File: config.mk
export PLATFORM = sky130hd
export DESIGN_NAME = speles_taimeris
export DESIGN_NICKNAME = d
export VERILOG_FILES = /design/src/rtl/speles_pkg.sv /design/src/rtl/sekundes_dalitajs.sv /design/src/rtl/speles_taimeris.sv
export SDC_FILE = /design/constraint.sdc
export NUM_CORES = 1
export LEC_CHECK = 0
export CORE_MARGIN = 5
export CORE_UTILIZATION = 51
export DETAILED_ROUTE_END_ITERATION = 10
export GPL_ROUTABILITY_DRIVEN = 0
export PLACE_DENSITY = 0.76
export SLEW_MARGIN = 0
export SYNTH_ARGS = -nofsm -noshare
export SYNTH_HDL_FRONTEND = slang
export SYNTH_SLANG_ARGS = --single-unit
File: constraint.sdc
create_clock -name clk -period 3.18 [get_ports clk]
set_input_delay 0.477 -clock clk [delete_from_list [all_inputs] [get_ports clk]]
set_output_delay 0.477 -clock clk [all_outputs]
set_load 0.1 [all_outputs]
File: src/rtl/speles_pkg.sv
`default_nettype none
// ============================================================================
//  Module   : speles_pkg
//  Brief    : Shared definitions for the number-game round timer
//  Revision : 1.0 - initial release
// ============================================================================
package speles_pkg;

    localparam int TIME_W = 5;

    localparam logic [1:0] ST_SVEICINATI = 2'd0;
    localparam logic [1:0] ST_GATAVS     = 2'd1;
    localparam logic [1:0] ST_MINESANA   = 2'd2;
    localparam logic [1:0] ST_ZAUDETS    = 2'd3;

    typedef enum logic [1:0] {
        IDLE    = 2'd0,
        RUN     = 2'd1,
        EXPIRED = 2'd2
    } taimeris_st_t;

    function automatic logic [1:0] bcd_tens_of(input int unsigned v);
        return 2'(v / 10);
    endfunction

    function automatic logic [3:0] bcd_ones_of(input int unsigned v);
        return 4'(v % 10);
    endfunction

endpackage
`default_nettype wire

File: src/rtl/sekundes_dalitajs.sv
`default_nettype none
// ============================================================================
//  Module   : sekundes_dalitajs
//  Brief    : Seconds prescaler, one-cycle tick on each wrap to zero
//  Revision : 1.0 - initial release
// ============================================================================
module sekundes_dalitajs #(
    parameter int TICKS_PER_SEC = 50_000_000
) (
    input  logic clk,
    input  logic rst,
    input  logic clr,
    input  logic en,
    output logic tick
);

    localparam int CNT_W = (TICKS_PER_SEC > 1) ? $clog2(TICKS_PER_SEC) : 1;
    localparam logic [CNT_W-1:0] c_last = CNT_W'(TICKS_PER_SEC - 1);

    logic [CNT_W-1:0] r_cnt;
    logic             w_wrap;

    assign w_wrap = en && !clr && (r_cnt == c_last);
    assign tick   = w_wrap;

    always_ff @(posedge clk or posedge rst) begin
        if (rst) begin
            r_cnt <= '0;
        end else if (clr) begin
            r_cnt <= '0;
        end else if (en) begin
            r_cnt <= w_wrap ? '0 : r_cnt + CNT_W'(1);
        end
    end

endmodule
`default_nettype wire

File: src/rtl/speles_taimeris.sv
`default_nettype none
// ============================================================================
//  Module   : speles_taimeris
//  Brief    : Round countdown timer with binary and BCD remaining-time outputs
//  Revision : 1.0 - initial release
// ============================================================================
module speles_taimeris #(
    parameter int TICKS_PER_SEC = 50_000_000,
    parameter int TIME_W        = speles_pkg::TIME_W
) (
    input  logic              clk,
    input  logic              rst,
    input  logic [1:0]        state,
    input  logic              set_f,
    input  logic [TIME_W-1:0] set_v,
    output logic              end_f,
    output logic [TIME_W-1:0] time_left,
    output logic [1:0]        bcd_tens,
    output logic [3:0]        bcd_ones,
    output logic              running,
    output logic              sec_pulse
);

    import speles_pkg::*;

    taimeris_st_t      r_fsm;
    taimeris_st_t      w_fsm_nxt;
    logic [1:0]        r_state_q;
    logic [TIME_W-1:0] w_time_nxt;
    logic              w_end_nxt;
    logic              w_pulse_nxt;
    logic              w_in_game;
    logic              w_entry;
    logic              w_load;
    logic              w_clr;
    logic              w_tick;

    assign w_in_game = (state == ST_MINESANA);
    assign w_entry   = w_in_game && (r_state_q != ST_MINESANA);
    assign w_load    = (r_fsm == IDLE) && w_entry && set_f;
    // Prescaler only runs inside a live round; any exit restarts it from zero.
    assign w_clr     = (r_fsm != RUN) || !w_in_game;
    assign running   = (r_fsm == RUN);

    sekundes_dalitajs #(
        .TICKS_PER_SEC (TICKS_PER_SEC)
    ) u_dalitajs (
        .clk  (clk),
        .rst  (rst),
        .clr  (w_clr),
        .en   (r_fsm == RUN),
        .tick (w_tick)
    );

    always_comb begin
        w_fsm_nxt   = r_fsm;
        w_time_nxt  = time_left;
        w_end_nxt   = end_f;
        w_pulse_nxt = 1'b0;
        case (r_fsm)
            IDLE: begin
                w_end_nxt = 1'b0;
                if (w_load) begin
                    if (set_v == '0) begin
                        w_fsm_nxt  = EXPIRED;
                        w_time_nxt = '0;
                        w_end_nxt  = 1'b1;
                    end else begin
                        w_fsm_nxt  = RUN;
                        w_time_nxt = set_v;
                    end
                end
            end
            RUN: begin
                // Leaving the guessing state beats a coincident final wrap.
                if (!w_in_game) begin
                    w_fsm_nxt = IDLE;
                end else if (w_tick) begin
                    w_time_nxt  = time_left - TIME_W'(1);
                    w_pulse_nxt = 1'b1;
                    if (time_left == TIME_W'(1)) begin
                        w_fsm_nxt = EXPIRED;
                        w_end_nxt = 1'b1;
                    end
                end
            end
            EXPIRED: begin
                w_time_nxt = '0;
                w_end_nxt  = 1'b1;
                // The lost state is the consequence of expiry, so the flag is held through it.
                if (state == ST_SVEICINATI || state == ST_GATAVS) begin
                    w_fsm_nxt = IDLE;
                    w_end_nxt = 1'b0;
                end
            end
            default: begin
                w_fsm_nxt = IDLE;
                w_end_nxt = 1'b0;
            end
        endcase
    end

    always_ff @(posedge clk or posedge rst) begin
        if (rst) begin
            r_fsm     <= IDLE;
            r_state_q <= ST_SVEICINATI;
            time_left <= '0;
            bcd_tens  <= '0;
            bcd_ones  <= '0;
            end_f     <= 1'b0;
            sec_pulse <= 1'b0;
        end else begin
            r_fsm     <= w_fsm_nxt;
            r_state_q <= state;
            time_left <= w_time_nxt;
            bcd_tens  <= bcd_tens_of(32'(w_time_nxt));
            bcd_ones  <= bcd_ones_of(32'(w_time_nxt));
            end_f     <= w_end_nxt;
            sec_pulse <= w_pulse_nxt;
        end
    end

endmodule
`default_nettype wire
# Word level (Yosys, flattened, before mapping)
# Index checks and enable logic that the tools add are counted.
dict set report totals {
  ff_bits 43
  in_bits 10
  output_inout_bits 14
  elab_cells 67
}
dict set report classes {
  add_sub_neg 2
  div_mod_pow 2
  n_eq_ne 15
  n_mux 25
  n_reduce_logical 15
}
# op n
set ops {}
lappend ops {{$mux W26} 3}
lappend ops {{$div A5 B4 Y32 const B} 1}
lappend ops {{$mod A5 B4 Y32 const B} 1}
lappend ops {{$add A26 B1 Y26 const B} 1}
lappend ops {{$eq A26 B26 Y1 const B} 1}
lappend ops {{$mux W5} 4}
lappend ops {{$pmux W5 S3} 1}
lappend ops {{$mux W2} 6}
lappend ops {{$ne A2 B2 Y1 const B} 6}
lappend ops {{$mux W1} 9}
lappend ops {{$ne A3 B3 Y1 const B} 2}
lappend ops {{$pmux W2 S3} 1}
lappend ops {{$eq A5 B1 Y1 const B} 1}
lappend ops {{$logic_and A1 B1 Y1} 5}
lappend ops {{$logic_not A5 Y1} 1}
lappend ops {{$sub A5 B1 Y5 const B} 1}
lappend ops {{$eq A2 B1 Y1 const B} 2}
lappend ops {{$eq A2 B2 Y1 const B} 2}
lappend ops {{$logic_not A2 Y1} 2}
lappend ops {{$reduce_and A4 Y1} 1}
lappend ops {{$pmux W1 S3} 1}
lappend ops {{$reduce_and A3 Y1} 1}
lappend ops {{$logic_not A1 Y1} 2}
lappend ops {{$logic_or A1 B1 Y1} 2}
lappend ops {{2 further kinds} 2}

# Longest topological paths before layout
dict set report depth {
  word_depth 10
  depth_mapped 15
  ltp_nobuf 13
}

# Hierarchy
# From an unflattened synthesis, not the netlist that was laid out.
dict set report hier_totals {
  hier_cells 312
  hier_area_um2 2788.9
}
# module n_inst cells_per_inst area_each_um2 seq_area_each_um2
set by_module_without_submodules {}
lappend by_module_without_submodules {sekundes_dalitajs 1 195 1669.1 650.6}
lappend by_module_without_submodules {speles_taimeris 1 117 1119.8 400.4}

# Worst setup path after synthesis
# Ideal clock, no wire load.
dict set report synth_path {
  path_type {reg2reg}
  from {reg, netlist name bcd_ones[0]}
  to {reg bcd_ones[3]}
  setup_time_ns 0.078
  t_arrival_ns 3.382
  required_ns 3.102
  path_slack_ns -0.280
  path_stages_with_launch 14
  path_buffers 1
  synth_period_minus_slack_ns 3.460
  cell_sequence {dfrtp_1 > inv_1 > ha_1 > a22o_1 > a311oi_1 > a211o_1 > clkbuf_1 > and2_1 > inv_1 > ha_1 > nor2b_1 > a211oi_1 > a2111oi_1 > o21bai_1}
}
# item line_no
set synth_lines {}
lappend synth_lines {{to (signal assigned)} speles_taimeris.sv:117} ;# bcd_ones <= bcd_ones_of(32'(w_time_nxt));
lappend synth_lines {{to (decl)} speles_taimeris.sv:19} ;# output logic [3:0] bcd_ones,

# Final worst setup path
dict set report layout_path {
  from {in state[0]}
  to {reg bcd_ones[2]}
}
dict set report layout_between {
  elab_chain_cells 10
  elab_cells_between_ends 14
  cone_classes {1 x div; 1 x eq/ne; 4 x mux; 8 x reduce/logical}
}
# item line_no
set layout_rtl {}
lappend layout_rtl {{from (decl)} speles_taimeris.sv:13} ;# input logic [1:0] state,
lappend layout_rtl {{$eq A2 B2 Y1 (*)} speles_taimeris.sv:38} ;# assign w_in_game = (state == ST_MINESANA);
lappend layout_rtl {{$logic_not A1 Y1} n/a}
lappend layout_rtl {{$logic_or A1 B1 Y1} speles_taimeris.sv:42} ;# assign w_clr = (r_fsm != RUN) || !w_in_game;
lappend layout_rtl {{$logic_not A1 Y1} sekundes_dalitajs.sv:23} ;# assign w_wrap = en && !clr && (r_cnt == c_last);
lappend layout_rtl {{$logic_and A1 B1 Y1 (2 in series)} sekundes_dalitajs.sv:23}
lappend layout_rtl {{$mux W5} speles_taimeris.sv:78} ;# end else if (w_tick) begin
lappend layout_rtl {{$mux W5} speles_taimeris.sv:76} ;# if (!w_in_game) begin
lappend layout_rtl {{$pmux W5 S3 (*)} speles_taimeris.sv:60} ;# case (r_fsm)
lappend layout_rtl {{$mod A5 B4 Y32 (*)} speles_pkg.sv:27} ;# return 4'(v % 10);
# Mark *: on every way between the ends. The rest lies on a longest branch, timed or not.
# A chain may end at the register's enable or synchronous reset.

==> key figures <==
Route
  – Antenna-violating nets left: 0
  – Routed WL: 5190 um
  – DRC violations left: 0
  – Number of search-and-repair iterations in the first detailed-routing pass: 5
  – DR iter-0 viols: 116
  – Vias after detailed routing: 2,061
  – Post-DR wirelength/cell: 14.4 um
  – Avg Vias per Cell: 5.71

Power
  – Cell area power density: 756 nW/um2
  – Peak ir drop on the vdd network: 0.592 mV
  – Leakage power of the design: 1.19 nW
  – Total power of the final layout: 0.00216 W

Setup path
  – Required @ worst endpoint: 3.37 ns
  – Worst R2R Path Depth: 10
  – Number of cells on the critical path: 12
  – Slowest CP cell: sky130_fd_sc_hd__or4_4
  – Cell family with the largest share of critical-path delay: simple AND/OR/NAND/NOR gates
  – Worst path max stage delay: 0.45 ns
  – Crit-path most repeated cell: sky130_fd_sc_hd__buf_4
  – Cells along the critical path: clkdlybuf4s50_1 > buf_4 > nand3b_1 > buf_4 > o21ai_0 > a21oi_1 > or4_4 > ha_1 > nand2b_1 > nor2_2 > o2bb2ai_1 > a221o_1
  – Arr. time, crit path: between 3 and 4 ns
  – Crit path launch type: primary input
  – Buffers and inverters on the worst path: 3
  – Highest fanout seen on the critical path: 4
  – Crit path capture type: register
  – Crit Path Class: in2reg

Synth
  – Biggest area contributors in the synthesized netlist: sky130_fd_sc_hd__dfrtp_1, sky130_fd_sc_hd__nor2_1, sky130_fd_sc_hd__xor2_1
  – Netlist cell types: 50
  – Share of synthesized registers carrying an async set or reset: 1.00
  – Post-synthesis net count: 281
  – Ys Warns: 0
  – Share of the synthesized area in the top cell type: 0.440
  – Post-Synthesis Cells: 266
  – Synth Area per Inst: about 9.0 um2
  – Synth Cell Area: 2390 um2
  – Cell taking the most area after synthesis: sky130_fd_sc_hd__dfrtp_1
  – Number of synthesized flops with an enable pin: 0
  – Top FF cell, synth: sky130_fd_sc_hd__dfrtp_1
  – Sequential element share of the synthesized area: 0.440
  – Flip-flop and latch count after synthesis: 42

Final layout
  – Non-filler cells, final: approximately 360
  – Area taken by multi-input logic gates: 1230 um2
  – Area delta synth->final: 19.5%
  – Total of fill cells in the finished design: 408
  – Fraction of layout cells with a size suffix above 1: 0.150
  – Number of antenna cells inserted: 0
  – Area of all sequential standard cells: 1050 um2
  – Final standard cell area without fillers: 2860 um2
  – Final layout net count: 321

Die
  – Std cell rows: 25
  – Die width: 78.5 um
  – Starting utilization of the core area: 0.516
  – Top-level port count: 24
  – Die boundary height: 78.5 um
  – Area of the die: 6160 um2
  – CORE AREA: 4630 um2

Clocking
  – Worst-Skew Late Latency: 0.29 ns
  – Count of H-tree levels built during CTS: 2
  – Total number of clock tree sinks: 42
  – CTS tree: yes
  – Root Driver: sky130_fd_sc_hd__clkbuf_8
  – Hold buffers post-CTS: 0
  – Clock slew at the register clock pins of the worst setup and hold paths: 0.08 ns
  – Maximum clock path buffer count: 2
  – Clock buffer count from CTS: 5

Timing
  – Transition time at the pin with the least slew margin: roughly 0.98 ns
  – Clock skew: between 0.007 and 0.008 ns
  – Final-layout setup total negative slack: 0 ns
  – Max-Slew Margin vs Limit: 0.346
  – Final setup viols: 0
  – Share of the cycle needed by the critical path after routing: 0.946
  – Hold Violations, Final: 0
  – Final period demand of the worst path: 3.01 ns
  – Unrepaired setup endpoints after global routing: no
  – Number of max-slew violations in the final report: 0
  – Achievable Freq: approximately 330 MHz

Placed design
  – Area after detailed placement: roughly 2800 um2
  – Placed wire-length estimate after detailed placement: 3670 um
  – Port Buffers: 23
  – # placed instances: 353

GRT
  – Maximum number of pins on one net before global-route repair: 43
  – Residual overflow from global routing: 0
  – Number of antenna violations at the first check in global routing: 0
  – Wire length of the first global-routing pass: around 9100 um
  – Overall routing resource usage: 0.184
  – Via count of the first global-routing pass: 2,026

Flow run
  – Max Cap Viol: 0

Worst hold path
  – Hold Crit Depth: 1
  – Class of the worst hold path: reg2reg

Outcome
  – Run status: complete, no violations
-- per-layer routing --
metal	share of wire	global-route usage	wire length [um]
met1	0.47	0.237	2420
met2	0.46	0.306	2410
met3	0.050	0.0367	260
met4	0.019	0.0664	96
met5	0	0	0
-- cells in the final DEF, fill, tap and decap left out, types with 2 or more instances in the layout --
master	synthesis	routed
sky130_fd_sc_hd__nor2_1	46	45
sky130_fd_sc_hd__o22ai_1	2	2
sky130_fd_sc_hd__a21oi_1	12	12
sky130_fd_sc_hd__dfrtp_1	42	39
sky130_fd_sc_hd__nor2b_1	4	3
sky130_fd_sc_hd__clkbuf_1	5	2
sky130_fd_sc_hd__nand4_1	9	9
sky130_fd_sc_hd__o21ai_0	8	8
sky130_fd_sc_hd__dfrtp_2	0	3
sky130_fd_sc_hd__clkdlybuf4s50_1	0	15
sky130_fd_sc_hd__a211oi_1	2	2
sky130_fd_sc_hd__clkinvlp_4	0	2
sky130_fd_sc_hd__and3_1	2	2
sky130_fd_sc_hd__a41oi_1	3	3
sky130_fd_sc_hd__nand3_1	13	13
sky130_fd_sc_hd__ha_1	5	5
sky130_fd_sc_hd__inv_1	17	16
sky130_fd_sc_hd__and4_1	5	5
sky130_fd_sc_hd__nor3_1	11	11
sky130_fd_sc_hd__xnor2_1	7	7
sky130_fd_sc_hd__buf_4	1	27
sky130_fd_sc_hd__nand2b_1	2	2
sky130_fd_sc_hd__nand2_1	19	18
sky130_fd_sc_hd__clkbuf_8	0	5
sky130_fd_sc_hd__nor4_1	2	2
sky130_fd_sc_hd__xor2_1	17	17
sky130_fd_sc_hd__and2_1	4	4
-- synthesized netlist by cell type, types with 2 or more instances --
| master | n |
|---|---|
| sky130_fd_sc_hd__nor2_1 | 46 |
| sky130_fd_sc_hd__dfrtp_1 | 42 |
| sky130_fd_sc_hd__nand2_1 | 19 |
| sky130_fd_sc_hd__inv_1 | 17 |
| sky130_fd_sc_hd__xor2_1 | 17 |
| sky130_fd_sc_hd__nand3_1 | 13 |
| sky130_fd_sc_hd__a21oi_1 | 12 |
| sky130_fd_sc_hd__nor3_1 | 11 |
| sky130_fd_sc_hd__nand4_1 | 9 |
| sky130_fd_sc_hd__o21ai_0 | 8 |
| sky130_fd_sc_hd__xnor2_1 | 7 |
| sky130_fd_sc_hd__and4_1 | 5 |
| sky130_fd_sc_hd__clkbuf_1 | 5 |
| sky130_fd_sc_hd__ha_1 | 5 |
| sky130_fd_sc_hd__and2_1 | 4 |
| sky130_fd_sc_hd__nor2b_1 | 4 |
| sky130_fd_sc_hd__a41oi_1 | 3 |
| sky130_fd_sc_hd__a211oi_1 | 2 |
| sky130_fd_sc_hd__and3_1 | 2 |
| sky130_fd_sc_hd__buf_6 | 2 |
| sky130_fd_sc_hd__nand2b_1 | 2 |
| sky130_fd_sc_hd__nor4_1 | 2 |
| sky130_fd_sc_hd__o22ai_1 | 2 |
-- through the flow --
step                setup slack, ns  utilization  hold WS (ns)
floorplan                    0.0186            -         0.469
global placement            -0.0161        0.598         0.496
detailed placement          -0.0721        0.598         0.511
CTS                           0.213        0.616         0.524
global route                0.00829        0.617         0.535
finish                        0.172        0.617         0.522
-- cells by family after synthesis --
| logic type | count (synthesis) | synth area share |
|---|---|---|
| AOI/OAI and AO/OA | 43 | 0.127 |
| xor gates and xnor gates | 24 | 0.0879 |
| adders and majority gates | 5 | 0.0262 |
| buffers and inverters | 26 | 0.0492 |
| DFF | 42 | 0.440 |
| and+or+nand+nor | 126 | 0.270 |
-- report_power, final --
group | switching (W) | internal [W] | leakage (nW)
Sequential | 0.0000657 | 0.000601 | 0.561
Clock | 0.000179 | 0.000155 | 0.0385
Combinational | 0.000810 | 0.000348 | 0.590
-- sequential cells by signal (all words and copies together) (netlist names) --
name,count
sec_pulse,1
bcd_ones,4
time_left,4
end_f,1
bcd_tens,2
r_state_q,2
u_dalitajs.r_cnt,26
r_fsm,2
-- cell type report --
type | count | share of cell area
Clock buffer | 7 | 0.0267
Clock inverter | 1 | 0.00263
Inverter | 17 | 0.0237
Multi-Input combinational cell | 198 | 0.431
Sequential cell | 42 | 0.369
Tap cell | 54 | 0.0237
Timing Repair Buffer | 42 | 0.124
-- repair_timing --
item | in CTS | in global routing
setup endpoints to repair | 0 | 1
gates resized for setup | 0 | 1
setup buffers | 0 | 0
-- worst paths after layout --
check	slack, ns	endpoint	from
setup / recovery	0.17	bcd_ones[2]$_DFF_PP0_	state[0]
hold / removal	0.52	u_dalitajs.r_cnt[0]$_DFFE_PP0P_	u_dalitajs.r_cnt[0]$_DFFE_PP0P_
setup reg to reg	0.25	bcd_ones[2]$_DFF_PP0_	u_dalitajs.r_cnt[0]$_DFFE_PP0P_
hold reg to reg	0.52	u_dalitajs.r_cnt[0]$_DFFE_PP0P_	u_dalitajs.r_cnt[0]$_DFFE_PP0P_
max in group asynchronous	2.18	bcd_ones[0]$_DFF_PP0_	rst
min in group asynchronous	0.60	bcd_tens[1]$_DFF_PP0_	rst
(Power assumes the default switching activity.)
